`src/rtl/register_file.sv`:
```
// register_file: 32 x XLEN architectural integer register file.
// One write port fed by writeback, two combinational read ports for decode,
// a debug read port that always shows stored state, and a committed-write counter.
// Optional build macro: REGFILE_BYPASS_EN enables same-cycle write-to-read
// forwarding on RD1/RD2; DbgRD never forwards.
module register_file #(
    parameter int unsigned XLEN  = 32,
    parameter int unsigned NREG  = 32,
    parameter int unsigned CNT_W = 32
) (
    input  logic                     clk,
    input  logic                     rst,
    input  logic                     RegWriteW,
    input  logic [$clog2(NREG)-1:0]  RdW,
    input  logic [XLEN-1:0]          ResultW,
    input  logic [$clog2(NREG)-1:0]  A1,
    input  logic [$clog2(NREG)-1:0]  A2,
    output logic [XLEN-1:0]          RD1,
    output logic [XLEN-1:0]          RD2,
    input  logic [$clog2(NREG)-1:0]  DbgA,
    output logic [XLEN-1:0]          DbgRD,
    output logic [CNT_W-1:0]         WriteCount
);

    localparam int unsigned AW = $clog2(NREG);

    logic [XLEN-1:0]  regs [NREG];
    logic [CNT_W-1:0] write_count;
    logic             write_fire;

    // A write commits only when enabled and not aimed at the hardwired x0
    always_comb begin
        write_fire = RegWriteW && (RdW != '0);
    end

    // Register array and counter update; reset wins over a same-cycle write
    always_ff @(posedge clk) begin
        if (rst) begin
            for (int unsigned i = 0; i < NREG; i++) begin
                regs[i] <= '0;
            end
            write_count <= '0;
        end else if (write_fire) begin
            regs[RdW]   <= ResultW;
            write_count <= write_count + CNT_W'(1);
        end
    end

    // Decode read ports: stored value, optionally forwarded, x0 forced to zero last
    always_comb begin
        RD1 = regs[A1];
        RD2 = regs[A2];
`ifdef REGFILE_BYPASS_EN
        if (write_fire && (A1 == RdW)) begin
            RD1 = ResultW;
        end
        if (write_fire && (A2 == RdW)) begin
            RD2 = ResultW;
        end
`endif
        if (A1 == AW'(0)) begin
            RD1 = '0;
        end
        if (A2 == AW'(0)) begin
            RD2 = '0;
        end
    end

    // Debug port shows committed state only, never the in-flight write
    always_comb begin
        DbgRD = regs[DbgA];
        if (DbgA == AW'(0)) begin
            DbgRD = '0;
        end
    end

    // Counter is exposed directly; it wraps naturally at 2^CNT_W
    always_comb begin
        WriteCount = write_count;
    end

endmodule

```
`config.mk`:
```
export PLATFORM = sky130hd
export DESIGN_NAME = register_file
export DESIGN_NICKNAME = d
export VERILOG_FILES = /design/src/rtl/register_file.sv
export SDC_FILE = /design/constraint.sdc
export NUM_CORES = 2
export LEC_CHECK = 0
export CORE_ASPECT_RATIO = 1.2
export CORE_MARGIN = 2
export CORE_UTILIZATION = 35
export DETAILED_ROUTE_END_ITERATION = 7
export GPL_TIMING_DRIVEN = 0
export PLACE_DENSITY = 0.48
export SLEW_MARGIN = 10
export SYNTH_ARGS = -nofsm -noshare
export SYNTH_HDL_FRONTEND = slang
export SYNTH_SLANG_ARGS = --single-unit
```
`constraint.sdc`:
```
create_clock -name clk -period 4.1 [get_ports clk]
set_input_delay 0.41 -clock clk [delete_from_list [all_inputs] [get_ports clk]]
set_output_delay 0.41 -clock clk [all_outputs]
set_load 0.02 [all_outputs]
```
==> Yosys cells after proc, flatten, opt, wreduce, memory -nomap -nowiden <==
Memory sizes are Yosys's and may differ from the RTL's.
Index checks and enable logic that the tools add are counted.
{ "op_classes": {"n_mux": 11, "n_addsub": 1, "reduce_logical": 6} }
{ "ops": {"columns": ["cell", "n"], "rows": [
  ["two-way mux 32 bit", 4],
  ["adder 32 x 1 -> 32 bit (second input constant)", 1],
  ["OR reduction 32 bit", 1],
  ["zero test 5 bit", 3],
  ["two-way mux 1 bit", 6],
  ["two-way mux 5 bit", 1],
  ["nonzero test 5 bit", 1],
  ["logical AND 1 bit", 1]
]} }
{ "totals": {"mem_bits_rw": 1024, "mem_count": 1, "word_cells": 20, "ff_bits": 32, "in_bits": 55} }
{ "mem_list": {"columns": ["memory", "depth", "width", "rd", "rd_ports_with_merged_regs", "wr", "line", "text"], "rows": [
  ["regs", 32, 32, 3, 0, 32, "27", "logic [XLEN-1:0] regs [NREG];"]
]} }

==> Longest topological paths before layout <==
{ "depth": {"word_depth": 7, "mapped_depth": 8} }

==> Least setup slack after synthesis <==
Ideal clock, no wire load.
{ "synth_timing": {"kind": "input port to output port", "from": "in A2[0]", "to": "out RD2[12]", "arrival_time_ns": 2.159, "required_time_ns": 3.690, "path_stages": 7, "slack_ns": 1.531, "path_cell_list": "clkbuf_2 -> buf_2 -> buf_4 -> buf_2 -> mux4_2 -> a22oi_1 -> a31oi_1"} }
{ "synth_between": {"elab_chain_len": 2, "elab_cells_between_ends": 3} }
{ "synth_rtl": {"columns": ["item", "line", "text"], "rows": [
  ["start, declared", "17", "input logic [$clog2(NREG)-1:0] A2,"],
  ["memory (32 x 32 bit) / zero test 5 bit (equally long branches)", null, null],
  ["two-way mux 32 bit (*)", "64", "if (A2 == AW'(0)) begin"],
  ["end, declared", "19", "output logic [XLEN-1:0] RD2,"]
]} }
Mark *: on every way between the ends. The rest lies on a longest branch, timed or not.

==> Worst setup path after layout <==
{ "layout_timing": {"from": "in A2[2]", "to": "out RD2[13]"} }
The elaborated chain is that of the path after synthesis.

==> flow_summary.ini <==
[yosys]
synth_common_cells = edfxtp_1 (1024), and2_1 (995), mux4_2 (652), mux2i_1 (431), clkbuf_1 (319)
syn-cell-area_um2 = 64520
synth-seq-cells = 1056
yosysMostFrequentCell = edfxtp_1
async_flop_share = 0
seq_area_frac_synth = 0.4866
synth_top_flop_cell = edfxtp_1
ys_types = 58
syn_inst = 4486
syn-mean-instance-area_um2 = 14.38
synth_area_leaders = edfxtp_1 (48%), mux4_2 (23%), and2_1 (9.6%)
ys_warn_count = 0
netlist.area_leader.share = 0.4766
synth_edf_count = 1024
synth.largest_area_cell = edfxtp_1

[critical_path]
crit_family = buffers and inverters
worstReg2RegStart = WriteCount[9]
reg2regPathDepth = 5
cp.depth = 8
path_cells = dlygate4sd2_1, buf_4, buf_6, clkbuf_4, mux4_2, o21ai_1, a31oi_4, clkdlybuf4s50_1
crit_slowest_cell = clkdlybuf4s50_1
endpoint_kind = output port
worstReg2RegEnd = WriteCount[29]
cp_slowest_stage_delay_ps = 640
crit_required_ps = 3690
path_class = in -> out
setup.worst_path.end = RD2[13]
cp_num_buf_inv = 5
critical_path_arrival_ps = 3810
cp-startpoint = A2[2]
start_kind = input pin
r2r_slack_ps = 1960
crit_fanout = 10

[global_route]
groute.layer.met1.usage = 0.4278
top_usage_layer = met2
grt_pass1_wl_um = 439000
grtUsageTotal = 0.3527
grt_pass1_vias = 46970
grt_max_degree = 33
grt_use_met3 = 0.09008
grt_use_met2 = 0.5611
antenna_found_initial = 27
gr-total-overflow = 0

[clock_network]
tritoncts = built
cts_sinks = 1056
cts_buffers = 134
h-tree-depth = 4
clockBufferDepth = 3
clk_latency_ps = 830
path_clk_slew_ps = 60
cts-root-buf = clkbuf_16

[route]
routedWlPerCell_um = 45.46
postRouteAntennaNets = 0
drt_pass1_iterations = 8
drc = 0
drt_iter0_drc = 7004
num_vias = 48320
route.final.wire_length_um = 335900
via_per_inst = 6.539

[timing]
layout_setup_ws_ps = -122.1
grt_setup_unrepaired = no
hold_violations = 0
tightest_slew_ps = 1419
maxSlewViolCount = 0
relSlewSlack = 0.05396
finalSetupViolations = 37
fmax_mhz = 236.8
fin_crit_ps = 4222
hold_slack_ps = 359.7
timing.final.crit_share = 1.030
skew_ps = 23.43

[place]
io_buffers = 170
dp.cells = 7135
place_area_um2 = 69750
pre_cts_ws_ps = -2229
dp_hpwl_um = 240400
routabilityCongestion = 0.9832

[floorplan]
ios = 183
core_area_um2 = 183100
die_w_um = 395.9
dieArea_um2 = 187800
start_util = 0.3523
row_count = 172
die_y_um = 474.3

[cells_and_area]
finalCoreUtilization = 0.4106
fin_nets = 4892
postLayoutCellArea_um2 = 75190
fin_cells = 7390
fillers = 16910
area_delta_synth_final_pct = 16.55
layout-drive-gt1-share = 0.2600

[run_status]
status = finished with violations
violations = negative setup slack

[min_path]
min_path_type = in -> reg

[power]
leakage_nw = 26.05
peakVddDrop_mv = 0.5334
power.density_nw_per_um2 = 407.8

[run]
max_cap_violations = 0
logic make-up (layout without fill, tap and decap cells):
group / after synthesis / count (layout) / synth area share
buf+inv: 514 / 935 / 0.03547
fa+ha+maj: 1 / 1 / 0.0001939
xor+xnor: 5 / 5 / 0.0006788
mux: 1122 / 1122 / 0.3013
simple gates: 1325 / 1325 / 0.1221
flops: 1056 / 1056 / 0.4866
other cells: 1 / 48 / 0.00005813
compound gates: 462 / 462 / 0.05362
routing by layer:
| layer | wire [um] | share of wire |
|---|---|---|
| met1 | 121800 | 0.36 |
| met2 | 155400 | 0.46 |
| met3 | 33860 | 0.10 |
| met4 | 24770 | 0.074 |
| met5 | 156 | 0.00046 |
worst min-delay path by stage:
stage / start / cells past startpoint / end
6_report: rst / 3 / WriteCount[31]
5_1_grt: rst / 3 / WriteCount[31]
4_1_cts: rst / 3 / WriteCount[31]
3_5_place_dp: WriteCount[26] / 2 / WriteCount[26]
3_3_place_gp: WriteCount[6] / 2 / WriteCount[6]
2_1_floorplan: WriteCount[8] / 2 / WriteCount[8]
registers in the layout, summed over array words and instances, names as in the netlist:
name,count
WriteCount,32
regs,1024
what timing repair did:
item	in CTS	in global routing
endpoints found under the setup margin	96	43
cloned	0	0
gates resized for setup	365	41
setup buffers	1	0
hold buffers	0	0
hold endpoints to repair	0	0
worst min-delay path, cell delays in order:
cell	delay [ps]
clkdlybuf4s50_1	460
nor2b_1	130
mux2_2	150
through the flow:
stage	setup TNS, ps	total power [mW]
floorplan	0	15.78
global placement	-439260	18.37
detailed placement	-173510	18.42
CTS	0	30.43
global route	0	31.05
finish	-1946	30.66
power breakdown:
group	internal (mW)	total (mW)	switching [mW]
logic	2.11	5.64	3.54
clock network	6.98	12.1	5.16
registers	12.4	12.9	0.451
cell type report:
| cell class | instances | area, um2 | area share |
|---|---|---|---|
| multi-input cells | 2947 | 31610 | 0.4204 |
| flip-flops and latches | 1056 | 31390 | 0.4175 |
| clock buffers | 171 | 3682 | 0.04897 |
| well taps | 2436 | 3048 | 0.04054 |
| plain buffers | 509 | 2796 | 0.03719 |
| repair buffers | 183 | 1962 | 0.02609 |
| clock inverters | 67 | 635.6 | 0.008453 |
| diodes | 16 | 40.04 | 0.0005325 |
| inverters | 5 | 28.78 | 0.0003827 |
cells in the final DEF (no fill, tap or decap), types with 32 or more instances in the layout:
cell type and instances:
edfxtp_1 1024, and2_1 995, mux4_2 652, mux2i_1 431, clkbuf_1 264, clkbuf_16 142
clkdlybuf4s50_1 138, nand2_1 133, a221o_1 94, buf_2 77, buf_4 73, a221oi_1 59
a22oi_1 57, clkbuf_2 52, a31oi_1 46, o21ai_0 43, mux2_2 38, dfxtp_1 32
buf_6 32, a21oi_1 32, nor2_1 32, conb_1 32
No activity file was read; power rests on OpenSTA's default activity.
